$ cat src/rtl/ycell_pkg.sv
// Shared definitions for the Morphle Logic yellow cell: config encodings,
// dual-rail signal constants and the match FSM state type.
package ycell_pkg;

    localparam logic [2:0] CFG_SPACE = 3'b000;
    localparam logic [2:0] CFG_CROSS = 3'b001;
    localparam logic [2:0] CFG_HWIRE = 3'b010;
    localparam logic [2:0] CFG_VWIRE = 3'b011;
    localparam logic [2:0] CFG_ONE   = 3'b100;
    localparam logic [2:0] CFG_ZERO  = 3'b101;
    localparam logic [2:0] CFG_Y     = 3'b110;
    localparam logic [2:0] CFG_N     = 3'b111;

    localparam logic [1:0] DR_NULL = 2'b00;
    localparam logic [1:0] DR_0    = 2'b01;
    localparam logic [1:0] DR_1    = 2'b10;
    localparam logic [1:0] DR_BAD  = 2'b11;

    typedef enum logic {
        ST_IDLE = 1'b0,
        ST_PASS = 1'b1
    } fsm_state_t;

    // Only a clean logic 0 or logic 1 may trigger a match; 11 never does.
    function automatic logic dr_valid(input logic [1:0] v);
        return (v == DR_0) || (v == DR_1);
    endfunction

endpackage

$ cat src/rtl/ycell_fsm.sv
// Four-phase match FSM: latches onto a non-null input that matches, then holds
// until the input returns to null. Output is registered (one clock latency).
module ycell_fsm
    import ycell_pkg::*;
(
    input  logic       clk,
    input  logic       reset,
    input  logic [1:0] sig_in,
    input  logic       match,
    input  logic       const_sel,
    input  logic [1:0] const_val,
    output logic [1:0] sig_out,
    output fsm_state_t state
);

    fsm_state_t state_next;
    logic [1:0] out_next;

    always_ff @(posedge clk) begin
        if (reset) begin
            state   <= ST_IDLE;
            sig_out <= DR_NULL;
        end else begin
            state   <= state_next;
            sig_out <= out_next;
        end
    end

    // Match is only consulted from IDLE; once in PASS only the return to null matters.
    always_comb begin
        state_next = state;
        out_next   = DR_NULL;
        case (state)
            ST_IDLE: if ((sig_in != DR_NULL) && match) state_next = ST_PASS;
            ST_PASS: if (sig_in == DR_NULL) state_next = ST_IDLE;
            default: state_next = ST_IDLE;
        endcase
        if (state_next == ST_PASS) out_next = const_sel ? const_val : sig_in;
    end

endmodule

$ cat src/rtl/ycell_core.sv
// Morphle Logic yellow cell: serially configured tile of space/wire/crossing/
// constant/match behaviour. Define YCELL_OUT_REG_EN to register all outputs.
module ycell_core
    import ycell_pkg::*;
#(
    parameter int CFGW = 3
) (
    input  logic       clk,
    input  logic       reset,
    input  logic       confclk,
    input  logic       cbitin,
    output logic       cbitout,
    output logic       hempty,
    output logic       vempty,
    input  logic       uempty,
    input  logic       dempty,
    input  logic       lempty,
    input  logic       rempty,
    input  logic [1:0] uin,
    input  logic [1:0] din,
    input  logic [1:0] lin,
    input  logic [1:0] rin,
    output logic [1:0] uout,
    output logic [1:0] dout,
    output logic [1:0] lout,
    output logic [1:0] rout
);

    logic [CFGW-1:0] cfg;

    always_ff @(posedge clk) begin
        if (reset)        cfg <= '0;
        else if (confclk) cfg <= {cfg[CFGW-2:0], cbitin};
    end

    assign cbitout = cfg[CFGW-1];

    logic h_pass, v_pass, h_gate, v_const;
    logic match;
    logic [1:0] hin, vin, const_val, fsm_out, gated, vdrv;
    fsm_state_t match_state;

    always_comb begin
        h_pass  = 1'b0;
        v_pass  = 1'b0;
        h_gate  = 1'b0;
        v_const = 1'b0;
        case (cfg[2:0])
            CFG_CROSS:         begin h_pass = 1'b1; v_pass = 1'b1; end
            CFG_HWIRE:         h_pass = 1'b1;
            CFG_VWIRE:         v_pass = 1'b1;
            CFG_ONE, CFG_ZERO: begin v_pass = 1'b1; v_const = 1'b1; end
            CFG_Y, CFG_N:      begin v_pass = 1'b1; h_gate = 1'b1; end
            default:           ;
        endcase
    end

    assign hin       = lin | rin;
    assign vin       = uin | din;
    assign const_val = (cfg[2:0] == CFG_ONE) ? DR_1 : DR_0;

    always_comb begin
        match = 1'b0;
        case (cfg[2:0])
            CFG_Y:             match = (vin == DR_1) && dr_valid(hin);
            CFG_N:             match = (vin == DR_0) && dr_valid(hin);
            CFG_ONE, CFG_ZERO: match = dr_valid(hin);
            default:           match = 1'b0;
        endcase
    end

    ycell_fsm u_fsm (
        .clk       (clk),
        .reset     (reset),
        .sig_in    (hin),
        .match     (match),
        .const_sel (v_const),
        .const_val (const_val),
        .sig_out   (fsm_out),
        .state     (match_state)
    );

    assign gated = (match_state == ST_PASS) ? fsm_out : DR_NULL;
    assign vdrv  = v_const ? gated : DR_NULL;

    logic [1:0] u_nx, d_nx, l_nx, r_nx;
    logic       hempty_nx, vempty_nx;

    // 1/0 cells consume the horizontal signal as a trigger and drive nothing sideways.
    always_comb begin
        u_nx = (v_pass && !uempty) ? (din | vdrv) : DR_NULL;
        d_nx = (v_pass && !dempty) ? (uin | vdrv) : DR_NULL;
        l_nx = DR_NULL;
        r_nx = DR_NULL;
        if (h_pass) begin
            l_nx = rin;
            r_nx = lin;
        end else if (h_gate) begin
            l_nx = gated;
            r_nx = gated;
        end
        if (lempty) l_nx = DR_NULL;
        if (rempty) r_nx = DR_NULL;
    end

    assign hempty_nx = !(h_pass || h_gate || v_const);
    assign vempty_nx = !v_pass;

`ifdef YCELL_OUT_REG_EN
    always_ff @(posedge clk) begin
        if (reset) begin
            uout   <= DR_NULL;
            dout   <= DR_NULL;
            lout   <= DR_NULL;
            rout   <= DR_NULL;
            hempty <= 1'b1;
            vempty <= 1'b1;
        end else begin
            uout   <= u_nx;
            dout   <= d_nx;
            lout   <= l_nx;
            rout   <= r_nx;
            hempty <= hempty_nx;
            vempty <= vempty_nx;
        end
    end
`else
    assign uout   = u_nx;
    assign dout   = d_nx;
    assign lout   = l_nx;
    assign rout   = r_nx;
    assign hempty = hempty_nx;
    assign vempty = vempty_nx;
`endif

endmodule

$ cat config.mk
export PLATFORM = sky130hd
export DESIGN_NAME = ycell_core
export DESIGN_NICKNAME = d
export VERILOG_FILES = /design/src/rtl/ycell_pkg.sv /design/src/rtl/ycell_fsm.sv /design/src/rtl/ycell_core.sv
export SDC_FILE = /design/constraint.sdc
export NUM_CORES = 1
export LEC_CHECK = 0
export BUFFER_PORTS_ARGS = -buffer_cell sky130_fd_sc_hd__buf_2
export CELL_PAD_IN_SITES_DETAIL_PLACEMENT = 1
export CELL_PAD_IN_SITES_GLOBAL_PLACEMENT = 2
export CORE_MARGIN = 4
export CORE_UTILIZATION = 17
export CTS_CLUSTER_DIAMETER = 80
export DETAILED_ROUTE_END_ITERATION = 12
export PLACE_DENSITY_LB_ADDON = 0.1
export SETUP_SLACK_MARGIN = 0.02
export SYNTH_ARGS = -nofsm -noshare
export SYNTH_HDL_FRONTEND = slang
export SYNTH_HIERARCHICAL = 1
export SYNTH_SLANG_ARGS = --single-unit
$ cat constraint.sdc
create_clock -name clk -period 1.43 [get_ports clk]
set_input_delay 0.286 -clock clk [delete_from_list [all_inputs] [get_ports clk]]
set_output_delay 0.286 -clock clk [all_outputs]
set_load 0.01 [all_outputs]
# ---- Word level (Yosys, flattened, before mapping)
# Cells that the tools add are included.
# Widths: inputs -> output; s select.
dict set report word_totals {
  register_bits 6
  inputBits 16
  output_inout_bits 11
  wordCells 58
}
dict set report op_classes {
  eq_ne 11
  mux 19
  bitwise_logic 6
  n_reduce_logical 19
}
# cell n
set op_table {}
lappend op_table {{$mux 2} 11}
lappend op_table {{$eq 3x3->1 const B} 4}
lappend op_table {{$or 2x2->2} 4}
lappend op_table {{$reduce_or 2->1} 4}
lappend op_table {{$eq 3x2->1 const B} 2}
lappend op_table {{$mux 1} 6}
lappend op_table {{$reduce_or 6->1} 1}
lappend op_table {{$logic_and 1x1->1} 5}
lappend op_table {{$eq 2x1->1 const B} 2}
lappend op_table {{$eq 2x2->1 const B} 2}
lappend op_table {{$logic_not 1->1} 4}
lappend op_table {{$eq 3x1->1 const B} 1}
lappend op_table {{$logic_or 1x1->1} 3}
lappend op_table {{$pmux 1 s3} 1}
lappend op_table {{$logic_not 2->1} 1}
lappend op_table {{$not 1->1} 2}
lappend op_table {{$pmux 1 s2} 1}
lappend op_table {{$reduce_bool 2->1} 1}

# ---- Logic depth before layout (Yosys ltp)
# Gate-level depths: netlist of the first run.
dict set report logic_depth {
  ltp_word 10
  depth_mapped 6
  depth_no_buf 5
}

# ---- Cells and area by module
# The synthesis of the first run kept the hierarchy.
# mod n_inst cells_per_inst area_each_um2 seq_area_each_um2
set modules_own_cells {}
lappend modules_own_cells {ycell_core 1 42 291.5 60.1}
lappend modules_own_cells {ycell_fsm 1 9 100.1 60.1}

# ---- Least setup slack after synthesis of the first run
# No wires, ideal clock.
dict set report synth_timing {
  path_type {register to output}
  from {register cfg[2]}
  to {output port dout[0]}
  arrival_time_ns 1.295
  path_slack_ns -0.151
  stages_incl_launch_ff 4
  cell_sequence {dfxtp_1 -> nor2b_1 -> a31oi_1 -> nor3_1}
}
dict set report synth_via {
  elab_chain_len 6
  word_cells_on_any_way 14
  classes_between {6 x eq/ne; 4 x mux; 1 x bitwise; 3 x reduce/logical}
}
# item line_no
set synth_lines {}
lappend synth_lines {{start, declared} ycell_core.sv:29} ;# logic [CFGW-1:0] cfg;
lappend synth_lines {{start signal, assigned} ycell_core.sv:33} ;# else if (confclk) cfg <= {cfg[CFGW-2:0], cbitin};
lappend synth_lines {{$eq 3x3->1} ycell_core.sv:48} ;# case (cfg[2:0])
lappend synth_lines {{$reduce_or 2->1 *} --}
lappend synth_lines {{$mux 1 *} ycell_core.sv:48}
lappend synth_lines {{net v_const} ycell_core.sv:38} ;# logic h_pass, v_pass, h_gate, v_const;
lappend synth_lines {{$mux 2 *} ycell_core.sv:84} ;# assign vdrv = v_const ? gated : DR_NULL;
lappend synth_lines {{$or 2x2->2 *} ycell_core.sv:92} ;# d_nx = (v_pass && !dempty) ? (uin | vdrv) : DR_NULL;
lappend synth_lines {{$mux 2 *} ycell_core.sv:92}
lappend synth_lines {{end, declared} ycell_core.sv:24} ;# output logic [1:0] dout,
# Mark *: on every way through the listed nets, which the timed path passes. The rest lies on a longest branch.

# ---- Worst setup path in the final report of the first run
dict set report layout_timing {
  from {register cfg[0]}
  to {register u_fsm.sig_out[0]}
}
dict set report layout_via {
  elab_chain_len 8
  word_cells_on_any_way 14
  classes_between {4 x eq/ne; 6 x mux; 1 x bitwise; 3 x reduce/logical}
}
# item line_no
set layout_lines {}
lappend layout_lines {{$eq 3x3->1} ycell_core.sv:64} ;# case (cfg[2:0])
lappend layout_lines {{$reduce_or 2->1} --}
lappend layout_lines {{$pmux 1 s3 *} ycell_core.sv:64}
lappend layout_lines {{net match} ycell_core.sv:39} ;# logic match;
lappend layout_lines {{$logic_and 1x1->1 *} ycell_fsm.sv:34} ;# ST_IDLE: if ((sig_in != DR_NULL) && match) state_next = ST_PASS;
lappend layout_lines {{$mux 1 *} ycell_fsm.sv:34}
lappend layout_lines {{$pmux 1 s2 *} ycell_fsm.sv:33} ;# case (state)
lappend layout_lines {{$not 1->1 (no source line) *} --}
lappend layout_lines {{$reduce_or 2->1 (no source line) *} --}
lappend layout_lines {{end signal, assigned} ycell_fsm.sv:25} ;# sig_out <= out_next;
lappend layout_lines {{end, declared} ycell_fsm.sv:12} ;# output logic [1:0] sig_out,
# Marked as above.
# A chain may end at the register's enable or synchronous reset.

==> results of run 1 <==
[layer usage]
metal	share of wire	wire length, microns
met3	0.057	85
met2	0.49	736
met5	0	0
met4	0.011	17
met1	0.44	647
[stage by stage]
| stage | instance area [sq um] | hold slack [ps] | util | total power (uW) | cells |
|---|---|---|---|---|---|
| 6_report | 736 | 270 | 0.333 | 468 | 122 |
| 5_1_grt | 736 | 306 | 0.333 | 501 | 122 |
| 4_1_cts | 707 | 274 | 0.320 | 466 | 121 |
| 3_5_place_dp | 651 | 531 | 0.294 | 295 | 116 |
| 3_3_place_gp | 651 | 531 | 0.294 | 296 | 116 |
| 2_1_floorplan | 400 | 351 | - | 225 | 51 |
[placed cells by master, fill, tap and decap left out, types with 4 or more instances in the layout]
| cell | synthesis | routed |
|---|---|---|
| nor3_1 | 6 | 6 |
| nor2_1 | 7 | 6 |
| buf_2 | 0 | 26 |
| mux2i_1 | 5 | 5 |
| buf_4 | 0 | 12 |
| a31oi_1 | 4 | 4 |
[final timing paths]
kind	cells past startpoint	slack (ps)	startpoint	end
worst min-delay path	2	270	reset	cfg[0]
worst max-delay path	5	-150	cfg[0]	u_fsm/sig_out[0]
worst max register to register	5	-150	cfg[0]	u_fsm/sig_out[0]
worst min register to register	3	670	cfg[1]	cfg[2]
[registers in the layout, summed over array words and instances (netlist names)]
name / count
u_fsm/sig_out: 2
cfg: 3
u_fsm/state: 1
[power groups by stage]
stage / combinational (uW) / sequential [uW] / clock (uW)
floorplan: 46.1 / 179 / 0
global placement: 116 / 180 / 0
detailed placement: 116 / 179 / 0
CTS: 124 / 176 / 166
global route: 145 / 176 / 179
finish: 131 / 176 / 161
[cell type report]
cell class / instances / area [sq um] / share of cell area
Clock buffer: 3 / 22.5 / 0.0306
Inverter: 2 / 7.51 / 0.0102
Multi-Input combinational cell: 42 / 293 / 0.398
Sequential cell: 6 / 124 / 0.168
Tap cell: 28 / 35.0 / 0.0476
Timing Repair Buffer: 41 / 254 / 0.345
[timing repair]
item	in CTS	in global routing
pin swaps	8	3
gates resized for setup	6	5
setup buffers	2	1
endpoints found under the setup margin	11	13
endpoints found under the hold margin	0	0
[logic make-up after synthesis]
kind of cell / count (synthesis) / synth area share
mux: 5 / 0.128
buf+inv: 3 / 0.0319
compound gates: 11 / 0.173
xor+xnor: 2 / 0.0447
simple gates: 24 / 0.316
flops: 6 / 0.307
==> impl_metrics.tcl, run 1 <==
set metrics [dict create \
    status "finished, violations left" \
    violations "negative setup slack" \
    fp.coreArea_sq_um 2210 \
    postRouteWirelength_microns 1490 \
    ys.flop_type "dfxtp_1" \
    seq_area_frac_synth 0.307 \
    use_met3 0.0232 \
    gp_congestion 0.665 \
    vdd_drop_max_mv 0.345 \
    io_pins 27 \
    maxSlewHeadroom 0.810 \
    antenna_cells 0 \
    grt_max_degree 8 \
    place_hpwl_microns 1220 \
    critPathBufInv 1 \
    p_per_area_nw_per_um2 636 \
    wl_per_cell_microns 12.2 \
    grt_antenna_before_repair 0 \
    initial_core_util 0.177 \
    use_met2 0.179 \
    hold_viol_final 0 \
    area_delta_synth_final_pct 87.9 \
    async_flop_share 0 \
    pwr-share-clk 0.343 \
    fin_nets 112 \
    clock_latency_ps 250 \
    p_comb_frac 0.281 \
    cp-start-kind "flip-flop" \
    fmax_mhz 631 \
    drt-initial-drc-count 1 \
    die_x_microns 56.0 \
    fillers 285 \
    clockBufferDepth 2 \
    postSynthCellCount 51 \
    drive_above_1_share 0.606 \
    syn_nets 67 \
    rows 17 \
    grt_pass1_wl_microns 2500 \
    synth_top_area_frac 0.307 \
    switchingPower_uw 129 \
    path_class "reg2reg" \
    numCtsBuffers 3 \
    crit_path_max_fanout 3 \
    cts.sinks 6 \
    syn_area_sq_um 392 \
    numPortBuffers 26 \
    synthTopCellsByCount "7 x nor2_1, 6 x dfxtp_1, 6 x nor3_1, 5 x mux2i_1" \
    viasPerCell 4.57 \
    leakage_uw 0.000347 \
    grt_use_total 0.100 \
    setup_tns_ps -1600 \
    power_frac_seq 0.376 \
    setup_slack_ps -154 \
    crit_required_ps 1600 \
    dp_slack_ps -136 \
    synth_largest_area_cell "dfxtp_1" \
    drc 0 \
    postCtsHoldBufs 0 \
    fin_crit_sh 1.11 \
    grt_pass1_vias 574 \
    h-tree-depth 1 \
    overflow 0 \
    cp_slowest_cell "or4_1" \
    yosysWarnings 6 \
    intPower_uw 339 \
    yosysUniqueCellTypes 19 \
    hp-class "in2reg" \
    cts_tree "done" \
    critPathTopFamily "simple AND/OR/NAND/NOR gates" \
    finalSetupViolCount 12 \
    yosysMostFrequentCell "nor2_1" \
    layout_min_cycle_time_ps 1580 \
    root_buffer "clkbuf_4" \
    synth.area.top_cells "dfxtp_1 31%, mux2i_1 13%, nor3_1 7.7%, nor2_1 6.7%, a31oi_1 6.4%" \
    dr_total_vias 557 \
    ys_ff_latch 6 \
    worstMarginPinSlew_ps 283 \
    path_cells "buf_4 > or4_1 > a311oi_1 > o22ai_1 > nor3_1" \
    clk_transition_reported_paths_ps 50 \
    slowest_delay_ps 470 \
    postRouteAntennaNets 0 \
    drt_first_pass_iters 2 \
    switching_share 0.276 \
    synth_area_per_cell_sq_um 7.68 \
    top_usage_layer "met2" \
    die-height_microns 56.0 \
    skew_ps 4.01 \
    dieArea_sq_um 3140 \
    grt_use_met1 0.114 \
    cp-end-kind "flip-flop" \
    rsz0062_at_grt "yes" \
    final_max_slew_viol_count 0 \
    drv_cap 0 \
    crit_arrival_ps 1760 \
    synth_edf_count 0 \
]
Power figures use the tool's default switching activity.
==> run 2, diff against run 1 <==
--- a/config.mk
+++ b/config.mk
@@ -5,11 +5,12 @@
 export SDC_FILE = /design/constraint.sdc
 export NUM_CORES = 1
 export LEC_CHECK = 0
+export ABC_CLOCK_PERIOD_IN_PS = 1600
 export BUFFER_PORTS_ARGS = -buffer_cell sky130_fd_sc_hd__buf_2
 export CELL_PAD_IN_SITES_DETAIL_PLACEMENT = 1
 export CELL_PAD_IN_SITES_GLOBAL_PLACEMENT = 2
 export CORE_MARGIN = 4
-export CORE_UTILIZATION = 17
+export CORE_UTILIZATION = 19
 export CTS_CLUSTER_DIAMETER = 80
 export DETAILED_ROUTE_END_ITERATION = 12
 export PLACE_DENSITY_LB_ADDON = 0.1
==> constraint.sdc (replaced) <==
create_clock -name clk -period 1.6 [get_ports clk]
set_input_delay 0.32 -clock clk [delete_from_list [all_inputs] [get_ports clk]]
set_output_delay 0.32 -clock clk [all_outputs]
set_load 0.01 [all_outputs]
==> run 2 against run 1 <==
Compared with the run above: clock power decreased by 13%; clock skew up 1.6 ps; the flow still finishes with violations (negative setup slack); routed wire length grew 2.0%; cell area fell by 0.34%; worst hold slack improved by 42 ps; combinational power fell by 18%; critical path depth down 1; sequential power decreased by 10%; register-to-register slack better by 240 ps; cell count decreased by 5.7%; first-iteration DRC count increased to 3.0 times the previous value; critical path type is now reg2out; largest cell class unchanged.
==> impl_metrics.tcl, run 2 (synthesis results as in run 1) <==
set metrics [dict create \
    gp_congestion 0.672 \
    place_hpwl_microns 1240 \
    antenna_cells 0 \
    finalSetupViolCount 1 \
    setup_slack_ps -2.35 \
    p_total_uw 405 \
    grt_pass1_vias 560 \
    critPathTopFamily "flip-flops" \
    area_delta_synth_final_pct 87.2 \
    grt_antenna_before_repair 0 \
    crit_arrival_ps 1280 \
    reg_top3 "cfg (3), u_fsm/sig_out (2), u_fsm/state (1)" \
    die_x_microns 53.4 \
    hp-class "in2reg" \
    h-tree-depth 1 \
    hold_viol_final 0 \
    skew_ps 5.64 \
    regArea_sq_um 133 \
    fin_crit_sh 1.00 \
    regMostFlops "cfg" \
    fin_nets 106 \
    final_max_slew_viol_count 0 \
    crit_required_ps 1280 \
    slowest_delay_ps 410 \
    path_class "reg2out" \
    worstHoldStart "cbitin" \
    clockBufferDepth 2 \
    fillers 262 \
    path_cells "xor2_4 > nand3_1 > a21oi_1 > buf_2" \
    postRouteWirelength_microns 1520 \
    clock_latency_ps 250 \
    holdPathEnd "cfg[0]" \
    dp_slack_ps -24.5 \
    overflow 0 \
    rrSetupSlack_ps 90 \
    viasPerCell 4.68 \
    cp-start-kind "flip-flop" \
    worstMarginPinSlew_ps 224 \
    grt_use_total 0.114 \
    largest_reg_flops 3 \
    final_common_cell "buf_2" \
    post-route-cell-area_sq_um 733 \
    postRouteAntennaNets 0 \
    cts_tree "done" \
    drv_cap 0 \
    rows 16 \
    fmax_mhz 624 \
    clk_transition_reported_paths_ps 50 \
    crit_path_max_fanout 5 \
    numPortBuffers 26 \
    r2r-start "cfg[0]" \
    cts.sinks 6 \
    worstHoldPathCells 3 \
    drt_first_pass_iters 4 \
    leakage_uw 0.000327 \
    drc 0 \
    cp-end-kind "output port" \
    cp_slowest_cell "dfxtp_4" \
    root_buffer "clkbuf_4" \
    rr_worst_depth 4 \
    drive_above_1_share 0.670 \
    numCtsBuffers 3 \
    dr_total_vias 538 \
    p_per_area_nw_per_um2 553 \
    io_pins 27 \
    fp.coreArea_sq_um 1960 \
    postCtsHoldBufs 0 \
    placed_cell_area_sq_um 598 \
    drt-initial-drc-count 3 \
    layout_common_cells "26 x buf_2, 8 x buf_4, 6 x nor2_1, 5 x nor3_1, 5 x mux2i_1" \
    wl_per_cell_microns 13.2 \
    vdd_drop_max_mv 0.323 \
    grt_pass1_wl_microns 2360 \
    maxSlewHeadroom 0.851 \
    layout_min_cycle_time_ps 1600 \
    die-height_microns 53.4 \
    status "finished, violations left" \
    dieArea_sq_um 2850 \
    grt_max_degree 8 \
    critPathBufInv 1 \
    violations "negative setup slack" \
    initial_core_util 0.200 \
    multi_input_area_sq_um 335 \
    rsz0062_at_grt "yes" \
    r2r_end "u_fsm/sig_out[1]" \
]
==> run 2: cell types whose count changed in the layout (fill, tap and decap cells not counted), moves of 2 or more <==
cell,before,now
buf_4,12,8
dfxtp_4,0,3
buf_6,3,1
dfxtp_2,3,1
nand3_1,3,1
nand3_2,1,3
==> run 2: worst max-delay path by stage <==
stage | start | endpoint | slack, ps | cells past startpoint
finish | cfg[1] | rout[0] | -2 | 4
global route | cfg[1] | rout[0] | -60 | 4
CTS | cfg[0] | u_fsm/sig_out[0] | 20 | 4
detailed placement | din[0] | u_fsm/sig_out[1] | -20 | 5
global placement | din[0] | u_fsm/sig_out[0] | 1 | 5
floorplan | cfg[2] | dout[0] | 110 | 3
==> run 2: what timing repair did <==
item	4_1_cts	5_1_grt
buffers inserted	1	2
cloned	0	0
pin swaps	3	13
setup endpoints to repair	10	11
resized for setup	9	14
==> run 2: area by class of cell <==
class,count,share of cell area
clock buffer,3,0.0307
multi-input combinational,42,0.457
inverter,2,0.0102
timing repair buffer,35,0.275
sequential,6,0.181
tap,27,0.0461
==> run 2: worst min-delay path, delay by kind of cell <==
kind	cells	cell delay, ps
muxes	1	50
and+or+nand+nor	1	70
buffers and inverters	1	80
==> run 2: power by group <==
group / switching [uW] / total, uW / internal (uW)
clock: 55.1 / 140 / 84.9
sequential: 7.31 / 158 / 151
combinational: 52.4 / 108 / 55.3
==> run 2: metal layers <==
layer	vias to the layer above	GRT usage	routed length, microns
li1	264	-	-
met1	262	0.126	573
met2	10	0.202	858
met3	2	0.0113	54
met4	0	0.0766	29
met5	-	0	0
==> run 2: stage by stage <==
stage | hold WS (ps) | utilization | TNS [ps] | cells
floorplan | 392 | - | 0 | 51
global placement | 566 | 0.305 | 0 | 109
detailed placement | 567 | 0.305 | -48.0 | 109
CTS | 299 | 0.337 | 0 | 113
global route | 329 | 0.374 | -208 | 115
finish | 312 | 0.374 | -2.35 | 115
==> run 3, diff against run 2 <==
--- a/config.mk
+++ b/config.mk
@@ -5,7 +5,6 @@
 export SDC_FILE = /design/constraint.sdc
 export NUM_CORES = 1
 export LEC_CHECK = 0
-export ABC_CLOCK_PERIOD_IN_PS = 1600
 export BUFFER_PORTS_ARGS = -buffer_cell sky130_fd_sc_hd__buf_2
 export CELL_PAD_IN_SITES_DETAIL_PLACEMENT = 1
 export CELL_PAD_IN_SITES_GLOBAL_PLACEMENT = 2
==> constraint.sdc (replaced) <==
create_clock -name clk -period 1.5 [get_ports clk]
set_input_delay 0.3 -clock clk [delete_from_list [all_inputs] [get_ports clk]]
set_output_delay 0.3 -clock clk [all_outputs]
set_load 0.01 [all_outputs]
==> run 3 against run 2 <==
Compared with the run above: the run still ends with negative setup slack left; power up 6.3%; largest cell class unchanged; critical path depth up 1; cell count up 4.3%.
==> impl_metrics.tcl, run 3 (synthesis results as in run 1) <==
set metrics [dict create \
    leakage_uw 0.000341 \
    layout_common_cells "26 x buf_2, 14 x buf_4, 6 x nor2_1, 6 x nor3_1, 5 x mux2i_1" \
    grt_max_degree 8 \
    regMostFlops "cfg" \
    layout_min_cycle_time_ps 1570 \
    status "finished, violations left" \
    crit_arrival_ps 1270 \
    postCtsHoldBufs 0 \
    fin_cells 120 \
    grt_pass1_vias 593 \
    dieArea_sq_um 2850 \
    maxSlewHeadroom 0.800 \
    hold_viol_final 0 \
    violations "negative setup slack" \
    place_hpwl_microns 1270 \
    hp-class "in2reg" \
    numCtsBuffers 3 \
    cp-start-kind "flip-flop" \
    p_per_area_nw_per_um2 595 \
    drc 0 \
    hold_ws_ps 293 \
    initial_core_util 0.200 \
    wl_per_cell_microns 12.2 \
    path_class "reg2out" \
    fin_crit_sh 1.05 \
    rows 16 \
    area_delta_synth_final_pct 85.0 \
    reg_top3 "cfg (3), u_fsm/sig_out (2), u_fsm/state (1)" \
    fin_nets 111 \
    postRouteAntennaNets 0 \
    cp-end-kind "output port" \
    dr_total_vias 545 \
    viasPerCell 4.54 \
    grt_pass1_wl_microns 2460 \
    die-height_microns 53.4 \
    largest_reg_flops 3 \
    fmax_mhz 636 \
    drive_above_1_share 0.613 \
    p_total_uw 431 \
    drt-met1-wl_microns 608 \
    clk_transition_reported_paths_ps 40 \
    worstMarginPinSlew_ps 299 \
    met2_length_microns 777 \
    dp_cells 115 \
    grt_antenna_before_repair 0 \
    drt_first_pass_iters 4 \
    setup_slack_ps -72.1 \
    drt-initial-drc-count 4 \
    cts_tree "done" \
    dr.max_layer_used "met4" \
    io_pins 27 \
    crit_required_ps 1200 \
    postLayoutCoreUtil 0.369 \
    cts.sinks 6 \
    h-tree-depth 1 \
    antenna_cells 0 \
    root_buffer "clkbuf_4" \
    final_max_slew_viol_count 0 \
    die_x_microns 53.4 \
    numPortBuffers 26 \
    vdd_drop_max_mv 0.320 \
    grt_use_total 0.118 \
    clockBufferDepth 2 \
    final_common_cell "buf_2" \
    setup_tns_ps -271 \
    drv_cap 0 \
    overflow 0 \
    postRouteWirelength_microns 1470 \
    crit_path_max_fanout 5 \
    fp.coreArea_sq_um 1960 \
    rsz0062_at_grt "yes" \
    finalSetupViolCount 8 \
    routed-wl-met3_microns 34 \
    clock_latency_ps 240 \
    gp_congestion 0.668 \
    skew_ps 2.98 \
]
==> run 3: routing by layer <==
metal	global-route usage	vias up
li1	-	275
met2	0.202	12
met3	0.0113	6
met1	0.132	252
met4	0.0894	0
met5	0	-
==> run 3: worst paths after layout <==
path	end	cells past startpoint	start	slack (ps)
setup / recovery	lout[0]	5	cfg[1]	-70
setup reg to reg	u_fsm/sig_out[0]	4	cfg[0]	80
hold reg to reg	cfg[2]	2	cfg[1]	560
hold / removal	cfg[2]	2	reset	290
==> run 3: repair_timing <==
| item | CTS | global route |
|---|---|---|
| setup endpoints to repair | 12 | 12 |
| pin swaps | 13 | 3 |
| setup buffers | 2 | 0 |
| resized for setup | 12 | 1 |
==> run 3: through the flow <==
stage | setup WS [ps] | cell area (sq um)
3_5_place_dp | -96.9 | 643
4_1_cts | -76.3 | 722
2_1_floorplan | 29.7 | 394
5_1_grt | -158 | 724
6_report | -72.1 | 724
3_3_place_gp | -70.9 | 643
==> run 3: final cells by class <==
cell class | count | area [sq um]
Timing Repair Buffer | 40 | 235
Fill cell | 264 | 1240
Inverter | 2 | 7.51
Sequential cell | 6 | 129
Tap cell | 27 | 33.8
Multi-Input combinational cell | 42 | 297
Clock buffer | 3 | 22.5
==> run 3: power by group <==
| part | internal [uW] | total [uW] | switching, uW |
|---|---|---|---|
| clock | 90.2 | 145 | 54.4 |
| combinational | 64.5 | 120 | 55.2 |
| sequential | 162 | 167 | 5.06 |
| total | 316 | 431 | 115 |
==> run 3: critical path, stage by stage, from the launching register on <==
cell and delay, ps:
dfxtp_4 370, xor2_1 140, buf_4 170, nand3_2 70, a21oi_1 140, buf_2 140
